--- src/rtl/keypad_matrix_emu_pkg.sv ---
// keypad_pkg: shared types and constants for the keypad matrix emulator.
// State encoding, key field positions and bounce LFSR parameters.
package keypad_pkg;

  typedef enum logic [2:0] {
    KP_IDLE,
    KP_PRESS_BOUNCE,
    KP_HOLD,
    KP_RELEASE_BOUNCE,
    KP_DONE
  } kp_emu_state_t;

  localparam int KEY_ROW_MSB = 3;
  localparam int KEY_ROW_LSB = 2;
  localparam int KEY_COL_MSB = 1;
  localparam int KEY_COL_LSB = 0;

  localparam logic [7:0] LFSR_SEED = 8'hA5;
  // x^8+x^6+x^5+x^4+1 -> state bits 7,5,4,3
  localparam logic [7:0] LFSR_TAPS = 8'hB8;

  function automatic logic [7:0] lfsr_next(
    input logic [7:0] q
  );
    return {q[6:0], ^(q & LFSR_TAPS)};
  endfunction

endpackage

--- src/rtl/keypad_matrix_emu_if.sv ---
// keypad_matrix_emu_if: press request and matrix sense bundle.
// master = scanner/bench side, slave = emulator side.
interface keypad_matrix_emu_if #(
  parameter int HOLD_W = 16
);

  logic [3:0]        row_select;
  logic [3:0]        key_code;
  logic [HOLD_W-1:0] hold_cycles;
  logic              press_req;
  logic [3:0]        col_out;
  logic              busy;
  logic              done;
  logic              contact;

  modport master (
    output row_select,
    output key_code,
    output hold_cycles,
    output press_req,
    input  col_out,
    input  busy,
    input  done,
    input  contact
  );

  modport slave (
    input  row_select,
    input  key_code,
    input  hold_cycles,
    input  press_req,
    output col_out,
    output busy,
    output done,
    output contact
  );

endinterface

--- src/rtl/keypad_matrix_emu_lfsr.sv ---
// bounce_lfsr: 8-bit Fibonacci LFSR that models contact chatter.
// Holds its value when en is low; reset loads the fixed seed.
module bounce_lfsr
  import keypad_pkg::*;
(
  input  logic       clk,
  input  logic       rst,
  input  logic       en,
  output logic [7:0] q
);

  always_ff @(posedge clk) begin
    if (rst) begin
      q <= LFSR_SEED;
    end else if (en) begin
      q <= lfsr_next(q);
    end
  end

endmodule

--- src/rtl/keypad_matrix_emu.sv ---
// keypad_matrix_emu: passive 4x4 keypad matrix driven by a row scanner.
// Define KEYPAD_EMU_BOUNCE_EN to add press/release contact bounce.
module keypad_matrix_emu
  import keypad_pkg::*;
#(
  parameter int BOUNCE_CYCLES = 8,
  parameter int HOLD_W        = 16
) (
  input logic               clk,
  input logic               rst,
  keypad_matrix_emu_if.slave kp
);

  if (BOUNCE_CYCLES < 1) begin : g_bad_bounce
    $error("BOUNCE_CYCLES must be at least 1");
  end

  kp_emu_state_t     state;
  kp_emu_state_t     state_n;
  logic [3:0]        key_q;
  logic [3:0]        key_n;
  logic [HOLD_W-1:0] cnt;
  logic [HOLD_W-1:0] cnt_n;
  logic [HOLD_W-1:0] hold_clamp;
  logic              accept;
  logic              contact;
  logic              bounce_bit;
  logic [3:0]        col;

  assign hold_clamp = (kp.hold_cycles == '0)
                    ? HOLD_W'(1) : kp.hold_cycles;
  // DONE is not busy, but a request there is still dropped
  assign accept = (state == KP_IDLE) & kp.press_req;

`ifdef KEYPAD_EMU_BOUNCE_EN
  localparam int BW = $clog2(BOUNCE_CYCLES + 1);

  logic [BW-1:0]     bcnt;
  logic [BW-1:0]     bcnt_n;
  logic [HOLD_W-1:0] hold_q;
  logic [HOLD_W-1:0] hold_n;
  logic [7:0]        lfsr;
  logic              lfsr_en;
  logic              lfsr_unused;

  assign lfsr_en = (state == KP_PRESS_BOUNCE) |
                   (state == KP_RELEASE_BOUNCE);
  assign bounce_bit  = lfsr[0];
  assign lfsr_unused = ^lfsr[7:1];

  bounce_lfsr u_lfsr (
    .clk (clk),
    .rst (rst),
    .en  (lfsr_en),
    .q   (lfsr)
  );

  always_ff @(posedge clk) begin
    if (rst) begin
      bcnt   <= '0;
      hold_q <= '0;
    end else begin
      bcnt   <= bcnt_n;
      hold_q <= hold_n;
    end
  end
`else
  assign bounce_bit = 1'b0;
`endif

  always_ff @(posedge clk) begin
    if (rst) begin
      state <= KP_IDLE;
      key_q <= '0;
      cnt   <= '0;
    end else begin
      state <= state_n;
      key_q <= key_n;
      cnt   <= cnt_n;
    end
  end

  always_comb begin
    state_n = state;
    key_n   = key_q;
    cnt_n   = cnt;
`ifdef KEYPAD_EMU_BOUNCE_EN
    bcnt_n  = bcnt;
    hold_n  = hold_q;
`endif
    unique case (state)
      KP_IDLE: begin
        if (accept) begin
          key_n = kp.key_code;
`ifdef KEYPAD_EMU_BOUNCE_EN
          hold_n  = hold_clamp;
          bcnt_n  = BW'(BOUNCE_CYCLES);
          state_n = KP_PRESS_BOUNCE;
`else
          cnt_n   = hold_clamp;
          state_n = KP_HOLD;
`endif
        end
      end
`ifdef KEYPAD_EMU_BOUNCE_EN
      KP_PRESS_BOUNCE: begin
        if (bcnt == BW'(1)) begin
          cnt_n   = hold_q;
          state_n = KP_HOLD;
        end else begin
          bcnt_n = bcnt - BW'(1);
        end
      end
`endif
      KP_HOLD: begin
        if (cnt == HOLD_W'(1)) begin
`ifdef KEYPAD_EMU_BOUNCE_EN
          bcnt_n  = BW'(BOUNCE_CYCLES);
          state_n = KP_RELEASE_BOUNCE;
`else
          state_n = KP_DONE;
`endif
        end else begin
          cnt_n = cnt - HOLD_W'(1);
        end
      end
`ifdef KEYPAD_EMU_BOUNCE_EN
      KP_RELEASE_BOUNCE: begin
        if (bcnt == BW'(1)) begin
          state_n = KP_DONE;
        end else begin
          bcnt_n = bcnt - BW'(1);
        end
      end
`endif
      KP_DONE: begin
        state_n = KP_IDLE;
      end
      default: begin
        state_n = KP_IDLE;
      end
    endcase
  end

  always_comb begin
    contact = 1'b0;
    kp.busy = 1'b0;
    kp.done = 1'b0;
    unique case (state)
      KP_PRESS_BOUNCE,
      KP_RELEASE_BOUNCE: begin
        contact = bounce_bit;
        kp.busy = 1'b1;
      end
      KP_HOLD: begin
        contact = 1'b1;
        kp.busy = 1'b1;
      end
      KP_DONE: begin
        kp.done = 1'b1;
      end
      default: begin
        contact = 1'b0;
      end
    endcase
  end

  // zero-latency path: row drive reaches the column like a real contact
  always_comb begin
    col = 4'hF;
    if (contact &&
        !kp.row_select[key_q[KEY_ROW_MSB:KEY_ROW_LSB]]) begin
      col[key_q[KEY_COL_MSB:KEY_COL_LSB]] = 1'b0;
    end
  end

  assign kp.col_out = col;
  assign kp.contact = contact;

endmodule

--- src/flat_wrapper.sv ---
// flat-port wrapper written by rule: the top's interface ports become plain ports
module keypad_matrix_emu_flat import keypad_pkg::*;
#(
  parameter int BOUNCE_CYCLES = 8,
  parameter int HOLD_W        = 16
)
  (clk, rst, kp_row_select, kp_key_code, kp_hold_cycles, kp_press_req, kp_col_out, kp_busy, kp_done, kp_contact);
  keypad_matrix_emu_if #(.HOLD_W(HOLD_W)) kp_i ();
  input logic clk;
  input logic rst;
  input wire logic [$bits(kp_i.row_select)-1:0] kp_row_select;
  input wire logic [$bits(kp_i.key_code)-1:0] kp_key_code;
  input wire logic [$bits(kp_i.hold_cycles)-1:0] kp_hold_cycles;
  input wire logic [$bits(kp_i.press_req)-1:0] kp_press_req;
  output wire logic [$bits(kp_i.col_out)-1:0] kp_col_out;
  output wire logic [$bits(kp_i.busy)-1:0] kp_busy;
  output wire logic [$bits(kp_i.done)-1:0] kp_done;
  output wire logic [$bits(kp_i.contact)-1:0] kp_contact;
  assign kp_i.row_select = kp_row_select;
  assign kp_i.key_code = kp_key_code;
  assign kp_i.hold_cycles = kp_hold_cycles;
  assign kp_i.press_req = kp_press_req;
  assign kp_col_out = kp_i.col_out;
  assign kp_busy = kp_i.busy;
  assign kp_done = kp_i.done;
  assign kp_contact = kp_i.contact;
  keypad_matrix_emu #(.BOUNCE_CYCLES(BOUNCE_CYCLES), .HOLD_W(HOLD_W)) u_core (.clk(clk), .rst(rst), .kp(kp_i));
endmodule
--- config.mk ---
export PLATFORM = sky130hd
export DESIGN_NAME = keypad_matrix_emu_flat
export DESIGN_NICKNAME = d
export VERILOG_FILES = /design/src/rtl/keypad_matrix_emu_pkg.sv /design/src/rtl/keypad_matrix_emu_if.sv /design/src/rtl/keypad_matrix_emu_lfsr.sv /design/src/rtl/keypad_matrix_emu.sv /design/src/flat_wrapper.sv
export SDC_FILE = /design/constraint.sdc
export NUM_CORES = 1
export LEC_CHECK = 0
export CORE_UTILIZATION = 51
export CTS_BUF_LIST = sky130_fd_sc_hd__clkbuf_2 sky130_fd_sc_hd__clkbuf_4 sky130_fd_sc_hd__clkbuf_8
export DETAILED_ROUTE_END_ITERATION = 12
export GPL_TIMING_DRIVEN = 0
export HOLD_SLACK_MARGIN = 0.03
export PLACE_DENSITY = 0.82
export SYNTH_ARGS = -nofsm -noshare
export SYNTH_HDL_FRONTEND = slang
export SYNTH_SLANG_ARGS = --single-unit
--- constraint.sdc ---
create_clock -name clk -period 2.3 [get_ports clk]
set_input_delay 0.69 -clock clk [delete_from_list [all_inputs] [get_ports clk]]
set_output_delay 0.69 -clock clk [all_outputs]
set_load 0.01 [all_outputs]
Word level (Yosys, flattened, before mapping)
Index checks and enable logic that the tools add are counted.
Word-level totals
  bits in registers: 23
  input port bits: 27
  logic and storage cells: 42
Operators by class
  $add $sub $neg: 1
  $lt $le $gt $ge: 3
  equal/unequal tests: 8
  multiplexer cells: 15
  bitwise gates (word level): 2
  reductions and logical operators: 10
Operators with widths (number)
  16-bit 2-to-1 mux: 3
  16-bit one-hot mux with 2 select lines: 1
  16-bit by 1-bit == test with 1-bit output, second input constant: 1
  16-bit zero test: 1
  16-bit by 1-bit subtractor with 16-bit output, second input constant: 1
  3-bit by 2-bit == test with 1-bit output, second input constant: 2
  2-bit by 3-bit < comparator with 1-bit output, second input constant: 2
  3-bit 2-to-1 mux: 2
  3-bit one-hot mux with 2 select lines: 1
  1-bit 2-to-1 mux: 5
  4-bit 2-to-1 mux: 1
  2-bit by 1-bit inequality test with 1-bit output, second input constant: 2
  4-bit inverter: 1
  2-bit AND reduction: 2
  3-bit by 1-bit == test with 1-bit output, second input constant: 1
  3-bit == test, second input constant: 1
  3-bit zero test: 1
  3-bit AND reduction: 1
  3-bit OR reduction: 1
  1-bit binary-select mux with 2-bit select: 1
  1-bit demux with 2-bit select: 1
  2-bit by 1-bit greater-or-equal comparator with 1-bit output, second input constant: 1
  1-bit logical AND: 2
  2-bit inequality test, second input constant: 1
  other kinds (3): 3

Longest topological paths before layout
  depth after elaboration: 6
  mapped depth: 9
  mapped depth without buffers: 7

Worst setup path before layout
Ideal clock, no wire load.
  path kind: input to output
  start point: in kp_row_select[3]
  end point: out kp_col_out[0]
  data arrival time: 1455 ps
  data required time: 1610 ps
  path slack: 155 ps
  stages on the path: 3
  path buffers: 0
  cells stage by stage: mux4_2 -> nor3_1 -> nand2b_1
Between the ends
  word-level cells in the longest chain between the ends: 5
RTL lines
  start, declared: line flat_wrapper.sv:11  | input wire logic [$bits(kp_i.row_select)-1:0] kp_row_select;
  1-bit binary-select mux with 2-bit select: line keypad_matrix_emu.sv:172  | !kp.row_select[key_q[KEY_ROW_MSB:KEY_ROW_LSB]]) begin
  1-bit 2-to-1 mux (implied by the code): line keypad_matrix_emu.sv:172
  1-bit zero test: line keypad_matrix_emu.sv:172
  1-bit logical AND: line keypad_matrix_emu.sv:171  | if (contact &&
  4-bit 2-to-1 mux: line keypad_matrix_emu.sv:171
  end, declared: line flat_wrapper.sv:15  | output wire logic [$bits(kp_i.col_out)-1:0] kp_col_out;
Every way passes these cells. The select of a mux whose other input is x is not followed.

Worst setup path after layout
Ends and elaborated chain as after synthesis.

==> impl.org <==
** Outcome
- Status :: finished with violations
- The final reports fail on setup timing.

** Final layout
- 0 antenna diodes ended up in the layout.
- Area grow syn2layout :: 31.8%
- For this run, the post-layout net count is around 240.
- In the final layout, the share of cells above drive strength 1 is about 15%.
- The finished cells cover between 1500 and 2000 sq um.

** Worst hold path
- In this run the most critical hold path is launched from u_core.cnt[1].
- Cells on Worst Hold Path :: 2
- Worst min-delay path endpoint :: u_core.cnt[1]
- Path category of the worst min-delay check :: register to register

** Synth
- Counting distinct cell types in the post-synthesis netlist gives 48.
- The synthesized netlist occupies a cell area of roughly 1400 sq um.
- Post-synthesis cell type with the largest combined area :: dfxtp_1
- Yosys attributes the largest share of cell area to dfxtp_1, a21oi_1, nand2_1, nor2_1, o21ai_1.
- Sequential cells were found to cover 32.1% of the synthesized design area.
- Synthesized area per cell :: between 7 and 8 sq um
- The synthesized design contains 0 enable-type register cells.
- After synthesis the netlist holds a flip-flop and latch count of 22.
- Most common flop cell mapped by yosys :: dfxtp_1
- Synthesized instance count :: about 180
- In the synthesized netlist, the cells that appear most often are dfxtp_1, nand2_1, nor2_1.
- The number of nets in the synthesized netlist is between 200 and 250.
- Of all flip-flops after synthesis, the portion carrying an async set or reset was 0%.
- The top cell type by area accounts for around a third of the synthesized area.
- For this run, the number of Yosys warnings is 0.

** Detailed routing
- Routed len/inst :: around 16 um
- Using the TritonRoute via totals, the vias-per-cell ratio works out to ~6.2.
- Post-route ant nets :: 0
- Total via count after detailed routing :: between 1500 and 2000
- After detailed routing, the number of remaining DRC violations is 0.
- Detailed Route Iter0 Violations :: 54
- For this block, the routed nets add up to ~3900 um of wire.
- For this run, the detailed router's first-pass iteration total came to 4.

** Timing
- Based on the critical path, the design can be clocked at up to between 400 and 500 MHz.
- Headroom to the max-slew limit came out at 59.2%.
- Summed over all failing endpoints, the final setup total negative slack is -0.134 ns.
- Number of hold-slack violations in the final timing report :: 0
- Across all setup checks in the final design, the least slack found is -0.0462 ns.
- Transition at the pin with the smallest max-transition slack :: roughly 0.61 ns
- The final critical path takes up 102% of the cycle.
- Setup repair after global routing could not meet its margin everywhere.
- Setup violations, final :: 4
- On the final layout, the worst clock skew is approximately 0.016 ns.
- The max-slew violation count came to 0.
- The routed design could run at a clock period as short as about 2.3 ns.

** Die
- Number of top-level pins :: 34
- Core area :: between 2000 and 2500 sq um
- Row count :: 18
- The die covers about 2900 sq um.
- The die is about 54 um wide.
- Die Y :: 53.9 um
- Initial Util :: between 50 and 60%

** CTS
- Sinks on the clock net :: 22
- Insertion delay of the later-clocked pin in the worst-skew pair :: roughly 0.32 ns
- After clock tree synthesis, the clock-pin slew on the worst setup and hold paths is 0.12 ns.
- Clock root cell :: clkbuf_4
- TritonCTS clock tree :: done
- Number of H-tree levels :: 1
- Maximum buffer depth of the clock tree :: 2
- Number of hold-repair buffers added at the cts stage :: 0
- TritonCTS buffer count :: 3

** Worst setup path
- On the critical path, the stage with the largest delay is an instance of mux4_2.
- Required time worst endpoint :: between 1.5 and 2 ns
- Category of the worst setup path capture point :: output pin
- Endpoint of the lowest-slack register-to-register path :: u_core.cnt[6]
- Measured in cells, the most critical reg-to-reg path has a length of 7.
- Worst-path fanout max :: 2
- Critical Path Max Stage Delay :: 0.51 ns
- Crit path cell chain :: buf_6, mux4_2, nor3_4, nand2b_1, buf_2
- The setup check on the worst reg-to-reg path leaves a slack of 0.21 ns.
- Worst Path Arrival :: about 1.7 ns
- The worst register-to-register path begins at u_core.cnt[0].
- STA classifies the critical path startpoint as an input pin.
- The critical path is of the input pin to output pin type.

** Power
- Worst-case vdd ir drop :: around 470 uV
- Static leakage :: about 0.69 nW
- Overall Power :: approximately 1.2 mW
- Power per cell area :: 652 nW/um^2

** Global route
- Entering global routing, the biggest net connects 21 pins.
- Grt met3 use :: 3.67%
- In this run the most used layer during global routing was met2.
- Via count of the first global-routing pass :: roughly 1400
- In the global route stage, met2 resource usage came out at between 40% and 50%.
- The first global-routing pass estimated ~6000 um of wire.
- Met1 Resource Use GR :: a little over a third
- For this run the aggregate overflow at the end of global routing stands at 0.
- The number of antenna violations at the first check in global routing was 0.
- For this run, the total global-route usage over all layers was measured as approximately 29%.

** Place
- Last weighted congestion value of the routability-driven placer :: approximately 0.9
- Port buffering added 33 buffers.
- Cell area reported after detailed placement :: about 1700 sq um
- After legalization and detailed placement, the total HPWL measured ~2800 um.

** Run
- MaxCap Viol Count :: 0
[what timing repair did]
item,in CTS,in global routing
endpoints found under the hold margin,0,0
pin swaps,4,2
endpoints found under the setup margin,6,5
resized for setup,42,3
setup buffers,1,0
[metal layers]
metal / part of all wire, % / wire length [um]
met4: 0.31 / 12
met1: 42 / 1640
met2: 49 / 1900
met3: 8.3 / 321
met5: 0 / 0
[cell usage in the layout (no fill, tap or decap), types with 2 or more instances in the layout]
| master | instances |
|---|---|
| nor3_1 | 6 |
| clkdlybuf4s50_1 | 23 |
| and2_1 | 2 |
| clkbuf_1 | 4 |
| a32o_1 | 3 |
| dfxtp_2 | 2 |
| nand2_1 | 22 |
| nand3_1 | 6 |
| nor4_1 | 4 |
| mux2i_1 | 4 |
| nor2_1 | 21 |
| buf_4 | 2 |
| clkbuf_4 | 3 |
| a21o_1 | 3 |
| o21ai_1 | 9 |
| buf_2 | 8 |
| ha_1 | 2 |
| dfxtp_1 | 20 |
| inv_1 | 3 |
| nor4_2 | 2 |
| o21ai_0 | 6 |
| buf_6 | 3 |
| a21oi_1 | 18 |
| a31oi_1 | 2 |
[worst max-delay path: cells and delay by family]
family                 cells  cell delay [ns]
muxes                      1             0.51
buffers and inverters      2             0.23
and+or+nand+nor            2             0.24
[report_power, final]
group / switching [mW] / total (mW) / leakage (nW) / internal [mW]
clock: 0.128 / 0.304 / 0.0279 / 0.176
combinational: 0.222 / 0.403 / 0.479 / 0.181
sequential: 0.0508 / 0.470 / 0.182 / 0.419
total: 0.401 / 1.18 / 0.689 / 0.777
[cell families (layout without fill, tap and decap cells)]
kind of cell               count (synthesis)  count (layout)  synth area share (%)
AOI/OAI and AO/OA                         54              54                  25.5
xor gates and xnor gates                   1               1                 0.639
adders and majority gates                  2               2                  1.82
buffers and inverters                     16              52                  5.57
DFF                                       22              22                  32.1
muxes                                      5               5                  4.56
and+or+nand+nor                           77              77                  29.8
[state kept, by name, indices dropped and copies added (netlist names)]
name and flops:
u_core.cnt 16, u_core.key_q 4, u_core.state 2
[worst max path at each step]
stage                     start            end  slack, ns  cells past startpoint
6_report       kp_row_select[3]  kp_col_out[0]      -0.05                      5
2_1_floorplan  kp_row_select[3]  kp_col_out[0]       0.15                      3
3_3_place_gp   kp_row_select[3]  kp_col_out[0]      -0.72                      5
3_5_place_dp   kp_row_select[3]  kp_col_out[0]      -0.72                      5
4_1_cts        kp_row_select[3]  kp_col_out[0]      -0.09                      5
5_1_grt        kp_row_select[3]  kp_col_out[0]      -0.10                      5
[layout make-up]
| cell class | instances | area (sq um) |
|---|---|---|
| sequential | 22 | 443 |
| fill | 207 | 693 |
| clock buffer | 3 | 22.5 |
| tap | 30 | 37.5 |
| buffer | 10 | 68.8 |
| multi-input combinational | 139 | 876 |
| timing repair buffer | 34 | 312 |
| inverter | 4 | 17.5 |
| clock inverter | 1 | 30.0 |
[metrics by stage]
stage               setup WS, ns  util [%]  hold slack (ns)  std cells
detailed placement        -0.725      69.6            0.486        240
finish                   -0.0462      72.3            0.501        243
global route              -0.103      72.3            0.544        243
global placement          -0.725      69.6            0.479        240
floorplan                  0.155         -            0.458        177
CTS                      -0.0911      71.9            0.502        243
(Power assumes the default switching activity.)
